$ cat config.mk
export PLATFORM = sky130hd
export DESIGN_NAME = seg_scan_driver
export DESIGN_NICKNAME = d
export VERILOG_FILES = /design/src/rtl/seg_scan_driver.sv
export SDC_FILE = /design/constraint.sdc
export NUM_CORES = 1
export LEC_CHECK = 0
export ABC_AREA = 1
export BUFFER_PORTS_ARGS = -buffer_cell sky130_fd_sc_hd__buf_2
export CORE_ASPECT_RATIO = 1.25
export CORE_MARGIN = 10
export CORE_UTILIZATION = 56
export CTS_BUF_LIST = sky130_fd_sc_hd__clkbuf_4 sky130_fd_sc_hd__clkbuf_8
export DETAILED_ROUTE_END_ITERATION = 10
export GPL_ROUTABILITY_DRIVEN = 1
export HOLD_SLACK_MARGIN = 0.12
export PLACE_DENSITY = 0.89
export SYNTH_ARGS = -nofsm -noshare
export SYNTH_HDL_FRONTEND = slang
export SYNTH_SLANG_ARGS = --single-unit
export TNS_END_PERCENT = 1
$ cat constraint.sdc
create_clock -name basys_clk -period 1.6 [get_ports basys_clk]
set_clock_uncertainty 0.05 [all_clocks]
set_input_delay 0.24 -clock basys_clk [delete_from_list [all_inputs] [get_ports basys_clk]]
set_output_delay 0.24 -clock basys_clk [all_outputs]
set_load 0.1 [all_outputs]
$ cat src/rtl/seg_scan_driver.sv
// Four-digit 7-segment scan driver for the Basys3 display.
// Patterns arrive through a load strobe into shadow registers and are
// committed to the active set only when the scan wraps from digit 3 to 0,
// so a frame is never drawn with a mix of old and new data.
module seg_scan_driver #(
    parameter int unsigned REFRESH_DIV = 249999,
    parameter int unsigned BLINK_DIV   = 24999999
) (
    input  logic        basys_clk,
    input  logic        reset_n,
    input  logic [27:0] digit_seg,
    input  logic [3:0]  digit_dp,
    input  logic [3:0]  digit_en,
    input  logic [3:0]  blink_en,
    input  logic        load,
    output logic        load_ack,
    output logic        frame_start,
    output logic [3:0]  an,
    output logic [6:0]  seg,
    output logic        dp
);

    localparam int DWELL_W = $clog2(REFRESH_DIV + 1);
    localparam int BLINK_W = $clog2(BLINK_DIV + 1);
    localparam logic [DWELL_W-1:0] DWELL_MAX = DWELL_W'(REFRESH_DIV);
    localparam logic [BLINK_W-1:0] BLINK_MAX = BLINK_W'(BLINK_DIV);

    logic [DWELL_W-1:0] dwell_q, dwell_d;
    logic [1:0]         idx_q, idx_d;
    logic [BLINK_W-1:0] blink_cnt_q, blink_cnt_d;
    logic               blink_phase_q, blink_phase_d;
    logic               pending_q, pending_d;

    logic [27:0] shadow_seg_q, shadow_seg_d;
    logic [3:0]  shadow_dp_q, shadow_dp_d;
    logic [3:0]  shadow_en_q, shadow_en_d;
    logic [3:0]  shadow_blink_q, shadow_blink_d;

    logic [27:0] active_seg_q, active_seg_d;
    logic [3:0]  active_dp_q, active_dp_d;
    logic [3:0]  active_en_q, active_en_d;
    logic [3:0]  active_blink_q, active_blink_d;

    logic        load_ack_q, load_ack_d;
    logic [3:0]  an_q, an_d;
    logic [6:0]  seg_q, seg_d;
    logic        dp_q, dp_d;

    logic dwell_done;
    logic frame_wrap;
    logic commit;

    logic [6:0] sel_seg;
    logic       sel_dp;
    logic       sel_en;
    logic       sel_blink;

    assign dwell_done = (dwell_q == DWELL_MAX);
    assign frame_wrap = dwell_done && (idx_q == 2'd3);
    assign commit     = frame_wrap && pending_q;

    // Dwell timer steps the scan index; blink timer toggles the blink phase.
    always_comb begin
        dwell_d       = dwell_q + DWELL_W'(1);
        idx_d         = idx_q;
        blink_cnt_d   = blink_cnt_q + BLINK_W'(1);
        blink_phase_d = blink_phase_q;
        if (dwell_done) begin
            dwell_d = '0;
            idx_d   = idx_q + 2'd1;
        end
        if (blink_cnt_q == BLINK_MAX) begin
            blink_cnt_d   = '0;
            blink_phase_d = ~blink_phase_q;
        end
    end

    // Load captures into shadow; commit copies the pre-edge shadow to active.
    // A load coinciding with a commit keeps pending set for the next frame.
    always_comb begin
        shadow_seg_d   = shadow_seg_q;
        shadow_dp_d    = shadow_dp_q;
        shadow_en_d    = shadow_en_q;
        shadow_blink_d = shadow_blink_q;
        active_seg_d   = active_seg_q;
        active_dp_d    = active_dp_q;
        active_en_d    = active_en_q;
        active_blink_d = active_blink_q;
        pending_d      = pending_q;
        load_ack_d     = 1'b0;
        if (commit) begin
            active_seg_d   = shadow_seg_q;
            active_dp_d    = shadow_dp_q;
            active_en_d    = shadow_en_q;
            active_blink_d = shadow_blink_q;
            pending_d      = 1'b0;
            load_ack_d     = 1'b1;
        end
        if (load) begin
            shadow_seg_d   = digit_seg;
            shadow_dp_d    = digit_dp;
            shadow_en_d    = digit_en;
            shadow_blink_d = blink_en;
            pending_d      = 1'b1;
        end
    end

    // Pick the current digit and decide whether it is lit or blanked.
    always_comb begin
        sel_seg   = 7'h7F;
        sel_dp    = 1'b1;
        sel_en    = 1'b0;
        sel_blink = 1'b0;
        for (int i = 0; i < 4; i++) begin
            if (idx_q == 2'(i)) begin
                sel_seg   = active_seg_q[7*i +: 7];
                sel_dp    = active_dp_q[i];
                sel_en    = active_en_q[i];
                sel_blink = active_blink_q[i];
            end
        end
        an_d  = 4'b1111;
        seg_d = 7'h7F;
        dp_d  = 1'b1;
        if (sel_en && !(sel_blink && blink_phase_q)) begin
            an_d  = ~(4'b0001 << idx_q);
            seg_d = sel_seg;
            dp_d  = sel_dp;
        end
    end

    // State and registered pin drivers; reset leaves every digit blank.
    always_ff @(posedge basys_clk or negedge reset_n) begin
        if (!reset_n) begin
            dwell_q        <= '0;
            idx_q          <= 2'd0;
            blink_cnt_q    <= '0;
            blink_phase_q  <= 1'b0;
            pending_q      <= 1'b0;
            shadow_seg_q   <= 28'hFFFFFFF;
            shadow_dp_q    <= 4'hF;
            shadow_en_q    <= 4'h0;
            shadow_blink_q <= 4'h0;
            active_seg_q   <= 28'hFFFFFFF;
            active_dp_q    <= 4'hF;
            active_en_q    <= 4'h0;
            active_blink_q <= 4'h0;
            load_ack_q     <= 1'b0;
            an_q           <= 4'b1111;
            seg_q          <= 7'h7F;
            dp_q           <= 1'b1;
        end else begin
            dwell_q        <= dwell_d;
            idx_q          <= idx_d;
            blink_cnt_q    <= blink_cnt_d;
            blink_phase_q  <= blink_phase_d;
            pending_q      <= pending_d;
            shadow_seg_q   <= shadow_seg_d;
            shadow_dp_q    <= shadow_dp_d;
            shadow_en_q    <= shadow_en_d;
            shadow_blink_q <= shadow_blink_d;
            active_seg_q   <= active_seg_d;
            active_dp_q    <= active_dp_d;
            active_en_q    <= active_en_d;
            active_blink_q <= active_blink_d;
            load_ack_q     <= load_ack_d;
            an_q           <= an_d;
            seg_q          <= seg_d;
            dp_q           <= dp_d;
        end
    end

    assign load_ack    = load_ack_q;
    assign frame_start = frame_wrap;
    assign an          = an_q;
    assign seg         = seg_q;
    assign dp          = dp_q;

endmodule

; Yosys cells after proc, flatten, opt, wreduce, memory -nomap -nowiden
; Cells that the tools add are included.
[op_classes]
n_addsub = 3
n_mul = 0
div_mod_pow = 0
magnitude_cmp = 0
n_eq_ne = 5
shift = 1
muxes = 24
bitwise_logic = 2
n_reduce_logical = 7
[ops]
columns = op, n
row1 = 7-bit 2-to-1 mux, 5
row2 = 25-bit by 1-bit adder with 25-bit output (second input constant), 1
row3 = 25-bit equality test (second input constant), 1
row4 = 25-bit 2-to-1 mux, 1
row5 = 18-bit by 1-bit adder with 18-bit output (second input constant), 1
row6 = 18-bit equality test (second input constant), 1
row7 = 18-bit 2-to-1 mux, 1
row8 = 1-bit 2-to-1 mux, 16
row9 = 2-bit equality test (second input constant), 2
row10 = 1-bit logical AND, 4
row11 = 4-bit 2-to-1 mux, 1
row12 = 4-bit inverter, 1
row13 = 1-bit by 2-bit left shift with 4-bit output (first input constant), 1
row14 = 2-bit by 1-bit adder with 2-bit output (second input constant), 1
row15 = 2-bit by 1-bit equality test with 1-bit output (second input constant), 1
row16 = 2-bit logical NOT, 1
row17 = 2-bit nonzero test, 1
row18 = 1-bit logical NOT, 1
row19 = 1-bit inverter, 1
[word_totals]
reg_bits = 140
latchBits = 0
ram_bits = 0
mem_bits_ro = 0
inputBits = 43
out_inout_bits = 14
memories = 0

; Logic depth before layout (Yosys ltp)
; Gate-level depths: netlist (run 1).
[depth]
depth_word = 9
mapped_depth = 12
depth_no_buf = 10

; Worst setup path before layout (run 1)
; Ideal clock, no wire load.
[synth_timing]
kind = register -> output
startpoint = register dwell_q[0]
endpoint = output port frame_start
t_arrival_ps = 1845
required_time_ps = 1310
setup_slack_ps = -535
path_stages_with_launch = 9
cell_sequence = dfrtp_1 > ha_1 > nand3_2 > inv_2 > nand3_1 > nor2_4 > buf_4 > nand2_1 > inv_1
[synth_via]
elab_chain_cells = 2
[synth_lines]
columns = element, line
row1 = "start, declared", 28  ; logic [DWELL_W-1:0] dwell_q, dwell_d;
row2 = "start signal, assigned", 153  ; dwell_q <= dwell_d;
row3 = 18-bit equality test, 58  ; assign dwell_done = (dwell_q == DWELL_MAX);
row4 = 1-bit logical AND, 59  ; assign frame_wrap = dwell_done && (idx_q == 2'd3);
row5 = "end, declared", 17  ; output logic frame_start,
; No other way between the ends.

; Final worst setup path (run 1)
[layout_timing]
startpoint = register dwell_q[4]
endpoint = output port frame_start
; Same word-level chain as after synthesis.

==> results.yml, run 1 <==
final_layout:
  area.growth.synth_to_final_pct: 33.1
  final_layout_size_suffix_gt1_share_pct: 27.7
  nets: 1041
  antenna_cells: 0
  final_cell_mix: "nand2_1 (334), nor2_1 (96), dfstp_2 (76), dfrtp_1 (64), buf_4 (58)"
  final_common_cell: "nand2_1"
global_routing:
  grt-ovfl-total: 0
  grt_pass1_wl_um: 30300
  grt_max_degree: 42
  grt_pass1_vias: 6470
  grt_use_total_pct: 22.0
  antenna_found_initial: 0
yosys:
  synth_area_mm2: 0.00668
  ys_warn_count: 0
  ys_types: 32
  seq_area_frac_synth_pct: 53.9
  synth_top_area_share_pct: 29.9
  synth_seq_cells: 140
  synthTopCellsByArea: "dfstp_2 (30%), dfrtp_1 (24%), nand2_1 (19%)"
  avgSynthCellArea_um2: 8.04
  yosys.area.top_type: "dfstp_2"
  synthCells: 831
  syn_nets: 880
clocking:
  insertion_delay_ns: 0.46
  cts_tree: "yes"
  clk_pin_slew_ns: 0.07
  tritoncts.num_buffers: 17
  cts_sinks: 140
  cts-root-buf: "clkbuf_8"
  cts.htree.levels: 4
  cts.path.max_buffers: 2
timing:
  slew_headroom_pct: 60.6
  tightest_slew_ns: 0.586
  hold_viol_final: 0
  rsz0062_at_grt: "true"
  maxSlewViolCount: 0
  fmax_mhz: 486
  post-route-period-util_pct: 129
  setup_viol: 57
  min_period_ns: 2.06
  worst_slack_ns: -0.458
routing:
  drc: 0
  wl_per_cell_um: 16.0
  first_pass_iters: 5
  vias: 6250
  ant_nets: 0
  drtIter0Drc: 596
  routed_wl_um: 18600
  viasPerCell: 5.36
run_status:
  status: "complete, but fails checks"
  violations: "negative setup slack"
setup_path:
  max_stage_delay_ns: 0.43
  end_kind: "output pin"
  required_ns: 1.31
  r2r_cells: 11
  startpoint: "dwell_q[4]"
  worstPathCellList: "inv_2 > nand2_1 > nor2_1 > nand3_2 > nor2_4 > nand2_4 > clkinvlp_4 > buf_12"
  cp.arrival_ns: 1.77
  rrSetupSlack_ns: -0.25
  start_kind: "register"
  cp_slowest_cell: "dfrtp_1"
  regToRegStartpoint: "dwell_q[4]"
  rr_endpoint: "active_seg_q[11]"
  cp_max_fo: 4
  worstSetupPathType: "register to output pin"
hold_path:
  min_path_type: "input pin to register"
  hold-path-cell-count: 3
  hold_end: "shadow_dp_q[0]"
  min_from: "load"
die:
  die_height_um: 142
  die-area_mm2: 0.0167
  rows: 44
  io_pins: 57
  core_mm2: 0.0117
  initial_core_util_pct: 57.2
  die_w_um: 118
pwr:
  power_density_mw_per_mm2: 861
  total_power_uw: 7660
  vdd_ir_drop_max_uv: 695
  power_leakage_uw: 0.00432
flow_run:
  maxCapViolCount: 0
place:
  pre_cts_ws_ns: -0.103
  io_buffers: 56
  gp_congestion: 0.932
  hpwl_um: 11100
==> what timing repair did <==
| action | CTS | global route |
|---|---|---|
| hold endpoints to repair | 111 | 0 |
| gates cloned | 0 | 0 |
| pin swaps | 3 | 21 |
| endpoints found under the setup margin | 75 | 81 |
| setup buffers | 6 | 5 |
| hold buffers | 54 | 0 |
| gates resized for setup | 24 | 49 |
==> stage by stage <==
stage / hold slack, ns / area (um^2) / cells / utilization (%) / TNS, ns
after detailed placement: 0.118 / 7550 / 1069 / 64.7 / -2.21
after global routing: 0.132 / 8890 / 1165 / 76.2 / -17.52
after global placement: 0.120 / 7550 / 1069 / 64.7 / -0.201
after CTS: 0.123 / 8700 / 1160 / 74.5 / -2.69
final: 0.142 / 8890 / 1165 / 76.2 / -9.37
after floorplan: -0.106 / 6700 / 831 / - / -0.245
==> power by group <==
part	total [uW]	internal [uW]	switching (uW)
Sequential	3750	3690	57.4
Clock	3530	2150	1380
Combinational	378	182	196
Total	7660	6020	1630
==> flip-flops by register name, summed over array words and instances (netlist names), 2 cells and up <==
signal          cells
blink_cnt_q        25
shadow_dp_q         4
dwell_q            18
shadow_seg_q       28
active_en_q         4
active_blink_q      4
idx_q               2
active_seg_q       28
seg                 7
active_dp_q         4
shadow_blink_q      4
shadow_en_q         4
an                  4
==> worst max-delay path by stage <==
stage,endpoint,slack (ns),depth (start not counted)
finish,frame_start,-0.46,8
floorplan,frame_start,-0.24,8
global route,frame_start,-0.59,8
CTS,frame_start,-0.41,8
global placement,active_seg_q[6],-0.03,9
detailed placement,active_seg_q[11],-0.10,9
==> cells by family (layout without fill, tap and decap cells) <==
group | Yosys count | count (layout) | share of synthesized area (%)
compound gates | 24 | 24 | 2.29
fa+ha+maj | 6 | 6 | 1.12
flops | 140 | 140 | 53.9
buf+inv | 98 | 271 | 6.33
xor+xnor | 22 | 22 | 2.88
simple gates | 541 | 541 | 33.5
==> final cells by class <==
type / count / area [um^2]
clock inverters: 10 / 210
flip-flops and latches: 140 / 3600
repair buffers: 175 / 1520
fillers: 725 / 2780
well taps: 161 / 201
multi-input cells: 593 / 2820
clock buffers: 21 / 283
inverters: 65 / 250
==> metal layers <==
layer  track usage, %  share of wire [%]
met1             23.0                 38
met2             41.2                 54
met3             4.13                3.9
met4             11.6                4.5
met5                0                  0
==> cells in the mapped netlist (all sizes together) <==
library cell,n
a21boi,8
a21oi,2
buf,13
clkbuf,20
clkinv,1
dfrtp,64
dfstp,76
ha,6
inv,64
nand2,346
nand3,24
nand3b,2
nand4,44
nor2,112
nor3,11
nor4,1
o21ai,5
o21bai,1
o22ai,8
or2,1
xnor2,5
xor2,17
==> worst max-delay path: cells and delay by family (launching register included) <==
family,cells,cell delay (ns)
AND/OR/NAND/NOR,5,0.52
flip-flops,1,0.43
buffers and inverters,3,0.36
No activity file was read; power rests on OpenSTA's default activity.
==> run 2: changes to the inputs <==
--- a/config.mk
+++ b/config.mk
@@ -15,6 +15,7 @@
 export GPL_ROUTABILITY_DRIVEN = 1
 export HOLD_SLACK_MARGIN = 0.12
 export PLACE_DENSITY = 0.89
+export RECOVER_POWER = 100
 export SYNTH_ARGS = -nofsm -noshare
 export SYNTH_HDL_FRONTEND = slang
 export SYNTH_SLANG_ARGS = --single-unit
==> results.yml, run 2 (same netlist as run 1, synthesis figures left out) <==
final_layout:
  final_cell_mix: "nand2_1 (334), nor2_1 (96), dfstp_2 (76), dfrtp_1 (64), buf_4 (57)"
  antenna_cells: 0
  register_area_mm2: 0.00360
  area.growth.synth_to_final_pct: 32.6
  nets: 1041
  final_common_cell: "nand2_1"
  n_fill_cell: 733
  reg_top3: "active_seg_q (28), shadow_seg_q (28), blink_cnt_q (25)"
  multiInputGateArea_mm2: 0.00282
  final_layout_size_suffix_gt1_share_pct: 27.6
routing:
  drtIter0Drc: 497
  drc: 0
  routed_wl_um: 18600
  vias: 6247
  first_pass_iters: 6
  wl_per_cell_um: 15.9
  ant_nets: 0
  viasPerCell: 5.36
setup_path:
  r2r_cells: 11
  cp.arrival_ns: 1.77
  crit_path_frequent_cell: "nand3_4"
  critical_path_depth: 8
  worstSetupPathType: "register to output pin"
  max_stage_delay_ns: 0.42
  crit_family: "flip-flops"
  start_kind: "register"
  regToRegStartpoint: "dwell_q[1]"
  required_ns: 1.31
  worstPathCellList: "ha_4 > nand3_4 > inv_4 > nand3_4 > nor2_4 > nand2_4 > clkinvlp_4 > buf_12"
  cp_slowest_cell: "dfrtp_1"
  startpoint: "dwell_q[1]"
  end_kind: "output pin"
  cp_max_fo: 2
  path_buf_inv: 3
clocking:
  cts_sinks: 140
  cts_tree: "yes"
  clk_pin_slew_ns: 0.08
  cts-root-buf: "clkbuf_8"
  cts.htree.levels: 4
  tritoncts.num_buffers: 17
  insertion_delay_ns: 0.46
  cts.path.max_buffers: 2
timing:
  setup_viol: 57
  maxSlewViolCount: 0
  slew_headroom_pct: 39.8
  fmax_mhz: 486
  min_period_ns: 2.06
  tightest_slew_ns: 0.903
  rsz0062_at_grt: "true"
  worst_slack_ns: -0.459
  setup_tns_ns: -9.60
  hold_ws_ns: 0.316
  post-route-period-util_pct: 129
  hold_viol_final: 0
pwr:
  total_power_uw: 7640
  power_density_mw_per_mm2: 863
  power_leakage_uw: 0.00430
  vdd_ir_drop_max_uv: 696
hold_path:
  min_path_type: "input pin to register"
  hold-path-cell-count: 3
  min_from: "load"
global_routing:
  grt_pass1_vias: 6470
  grt_max_degree: 42
  grt-ovfl-total: 0
  grt_use_total_pct: 22.0
  met2_usage_pct: 41.2
  grt_use_met3_pct: 4.13
  globalRouteMet1Util_pct: 23.0
  grt_pass1_wl_um: 30300
  antenna_found_initial: 0
  top_usage_layer: "met2"
run_status:
  violations: "negative setup slack"
  status: "complete, but fails checks"
die:
  die_height_um: 142
  rows: 44
  die-area_mm2: 0.0167
  die_w_um: 118
  core_mm2: 0.0117
  io_pins: 57
  initial_core_util_pct: 57.2
place:
  hpwl_um: 11100
  io_buffers: 56
  gp_congestion: 0.932
flow_run:
  maxCapViolCount: 0
[run 2: through the flow]
stage | instance area [um^2] | util [%] | setup WS, ns | instances
after floorplan | 6700 | - | -0.245 | 831
after global placement | 7550 | 64.7 | -0.0263 | 1069
after detailed placement | 7550 | 64.7 | -0.103 | 1069
after CTS | 8700 | 74.5 | -0.413 | 1160
after global routing | 8850 | 75.9 | -0.585 | 1165
final | 8850 | 75.9 | -0.459 | 1165
[run 2: worst reg2reg max path, stage by stage (launching register included)]
cell	delay (ns)
dfrtp_1	0.42
ha_4	0.18
nand3_4	0.09
inv_4	0.08
nand3_4	0.08
nor2_4	0.15
buf_4	0.13
buf_6	0.11
buf_8	0.13
buf_12	0.14
nand4_1	0.13
nand2_1	0.10
[run 2: layer usage]
metal | vias up | wire length [um]
met5 | - | 0
met4 | 0 | 794
met3 | 76 | 794
met2 | 237 | 10000
met1 | 3027 | 6960
li1 | 2907 | -
[run 2: area by class of cell]
| type | instances | share of cell area [%] |
|---|---|---|
| Multi-Input combinational cell | 593 | 31.9 |
| Inverter | 65 | 2.83 |
| Tap cell | 161 | 2.28 |
| Clock inverter | 10 | 2.37 |
| Timing Repair Buffer | 175 | 16.8 |
| Clock buffer | 21 | 3.19 |
| Sequential cell | 140 | 40.6 |
[run 2: worst paths after layout]
path | endpoint | slack, ns
setup / recovery | frame_start | -0.46
hold / removal | shadow_dp_q[0] | 0.32
setup reg to reg | active_seg_q[11] | -0.25
hold reg to reg | shadow_seg_q[24] | 0.42
max in group asynchronous | active_seg_q[6] | 0.20
min in group asynchronous | blink_cnt_q[8] | 0.39
[run 2: power breakdown]
group          internal, uW  switching [uW]
clock network          2150            1370
logic                   172             194
registers              3690            56.6
total                  6010            1620
[run 2: repair_timing]
action                     in CTS  in global routing
setup buffers                   6                  5
pin swaps                       3                 21
setup endpoints to repair      75                 81
hold buffers                   54                  0
gates resized for setup        24                 49
hold endpoints to repair      111                  0
cloned                          0                  0
==> run 3: changes to the inputs <==
--- a/config.mk
+++ b/config.mk
@@ -9,12 +9,12 @@
 export BUFFER_PORTS_ARGS = -buffer_cell sky130_fd_sc_hd__buf_2
 export CORE_ASPECT_RATIO = 1.25
 export CORE_MARGIN = 10
-export CORE_UTILIZATION = 56
+export CORE_UTILIZATION = 35
 export CTS_BUF_LIST = sky130_fd_sc_hd__clkbuf_4 sky130_fd_sc_hd__clkbuf_8
 export DETAILED_ROUTE_END_ITERATION = 10
 export GPL_ROUTABILITY_DRIVEN = 1
 export HOLD_SLACK_MARGIN = 0.12
-export PLACE_DENSITY = 0.89
+export PLACE_DENSITY = 0.63
 export RECOVER_POWER = 100
 export SYNTH_ARGS = -nofsm -noshare
 export SYNTH_HDL_FRONTEND = slang
==> results.yml, run 3 (same netlist as run 1, synthesis figures left out) <==
run_status:
  status: "complete, but fails checks"
  violations: "negative setup slack"
final_layout:
  nets: 1038
  final_area_mm2: 0.00868
  fin_cells: 1234
  final_cell_mix: "nand2_1 (337), nor2_1 (103), buf_4 (66), dfrtp_1 (64), dfstp_2 (58)"
  multiInputGateArea_mm2: 0.00277
  final_common_cell: "nand2_1"
  final_layout_size_suffix_gt1_share_pct: 26.0
  reg_top3: "active_seg_q (28), shadow_seg_q (28), blink_cnt_q (25)"
  antenna_cells: 0
  register_area_mm2: 0.00360
  area.growth.synth_to_final_pct: 30.0
  n_fill_cell: 1863
timing:
  rsz0062_at_grt: "true"
  fmax_mhz: 504
  worst_slack_ns: -0.384
  hold_ws_ns: 0.160
  setup_tns_ns: -1.01
  tightest_slew_ns: 0.606
  slew_headroom_pct: 59.6
  post-route-period-util_pct: 124
  setup_viol: 34
  maxSlewViolCount: 0
  hold_viol_final: 0
  min_period_ns: 1.98
flow_run:
  maxCapViolCount: 0
global_routing:
  grt_use_total_pct: 13.2
  grt_max_degree: 48
  grt_pass1_vias: 5737
  antenna_found_initial: 0
  grt_pass1_wl_um: 27000
  grt-ovfl-total: 0
setup_path:
  cp_slowest_cell: "dfrtp_1"
  required_ns: 1.31
  crit_family: "simple AND/OR/NAND/NOR gates"
  r2r_cells: 10
  start_kind: "register"
  crit_path_frequent_cell: "nand3_2"
  rr_endpoint: "active_blink_q[1]"
  end_kind: "output pin"
  cp_max_fo: 2
  path_buf_inv: 3
  worstPathCellList: "ha_2 > nand3_2 > inv_2 > nand3_2 > nor2_4 > nand2_4 > clkinvlp_4 > buf_12"
  worstSetupPathType: "register to output pin"
  regToRegStartpoint: "dwell_q[0]"
  cp.arrival_ns: 1.69
  startpoint: "dwell_q[0]"
  max_stage_delay_ns: 0.35
  rrSetupSlack_ns: -0.04
place:
  pre_cts_ws_ns: -0.0719
  dp_cells: 1155
  hpwl_um: 11700
  io_buffers: 56
  place_area_mm2: 0.00768
  gp_congestion: 0.850
routing:
  wl_per_cell_um: 12.9
  drtIter0Drc: 254
  vias: 5659
  routed_wl_um: 15900
  viasPerCell: 4.59
  first_pass_iters: 4
  drc: 0
  ant_nets: 0
clocking:
  tritoncts.num_buffers: 17
  insertion_delay_ns: 0.45
  cts_sinks: 140
  cts.htree.levels: 4
  clk_pin_slew_ns: 0.07
  cts.path.max_buffers: 2
  cts_tree: "yes"
  cts-root-buf: "clkbuf_8"
die:
  io_pins: 57
  die_height_um: 174
  die-area_mm2: 0.0250
  die_w_um: 144
  core_mm2: 0.0188
  rows: 56
  initial_core_util_pct: 35.6
pwr:
  vdd_ir_drop_max_uv: 587
  power_density_mw_per_mm2: 795
  power_leakage_uw: 0.00422
hold_path:
  min_path_type: "input pin to register"
  hold-path-cell-count: 4
  min_from: "load"
  hold_end: "shadow_seg_q[6]"
==> run 3: changes by cell type in the layout (fill, tap and decap cells not counted), moves of 4 or more <==
cell / before / now
nor2_1: 96 / 103
dlygate4sd3_1: 54 / 43
dfstp_2: 76 / 58
dfstp_1: 0 / 18
buf_12: 8 / 3
nor2_2: 10 / 4
buf_4: 57 / 66
buf_6: 11 / 16
bufinv_16: 6 / 2
==> run 3: area by class of cell <==
cell class / count / area share [%]
well taps: 232 / 3.34
inverters: 65 / 2.85
clock buffers: 18 / 2.85
repair buffers: 172 / 16.0
flip-flops and latches: 140 / 41.4
multi-input cells: 593 / 31.9
clock inverters: 14 / 1.64
==> run 3: tightest hold or removal path: stages <==
cell     delay, ns
buf_2         0.11
buf_4         0.19
nand2_1       0.07
nand2_1       0.05
==> run 3: power breakdown <==
group	switching, uW	internal [uW]	leakage [uW]
Combinational	173	153	0.00240
Sequential	54.7	3670	0.00163
Clock	1430	1430	0.000192
Total	1650	5250	0.00422
==> run 3: routing by layer <==
layer | part of all wire (%) | wire (um) | GRT usage [%] | up-vias
li1 | - | - | - | 2911
met5 | 0 | 0 | 0 | -
met4 | 1.6 | 249 | 4.48 | 0
met2 | 53 | 8430 | 23.9 | 80
met1 | 42 | 6730 | 14.9 | 2651
met3 | 3.0 | 473 | 2.92 | 17
==> run 3: how the worst max path moves through the flow <==
stage                             end  slack (ns)  cells past startpoint
after floorplan           frame_start       -0.24                      8
after global routing      frame_start       -0.51                      8
after CTS                 frame_start       -0.42                      8
after global placement             dp       -0.06                     10
after detailed placement       seg[6]       -0.07                     10
final                     frame_start       -0.38                      8
==> run 3: what timing repair did <==
item	4_1_cts	5_1_grt
hold buffers	43	0
gates resized for setup	34	28
hold endpoints to repair	106	0
setup endpoints to repair	74	79
buffers inserted	3	1
cloned	0	0
pin swaps	2	1
==> run 3: metrics by stage <==
stage	utilization, %	total power, uW
5_1_grt	46.2	7200
3_3_place_gp	40.9	4060
4_1_cts	45.9	7040
3_5_place_dp	40.9	4070
6_report	46.2	6910
2_1_floorplan	-	3890
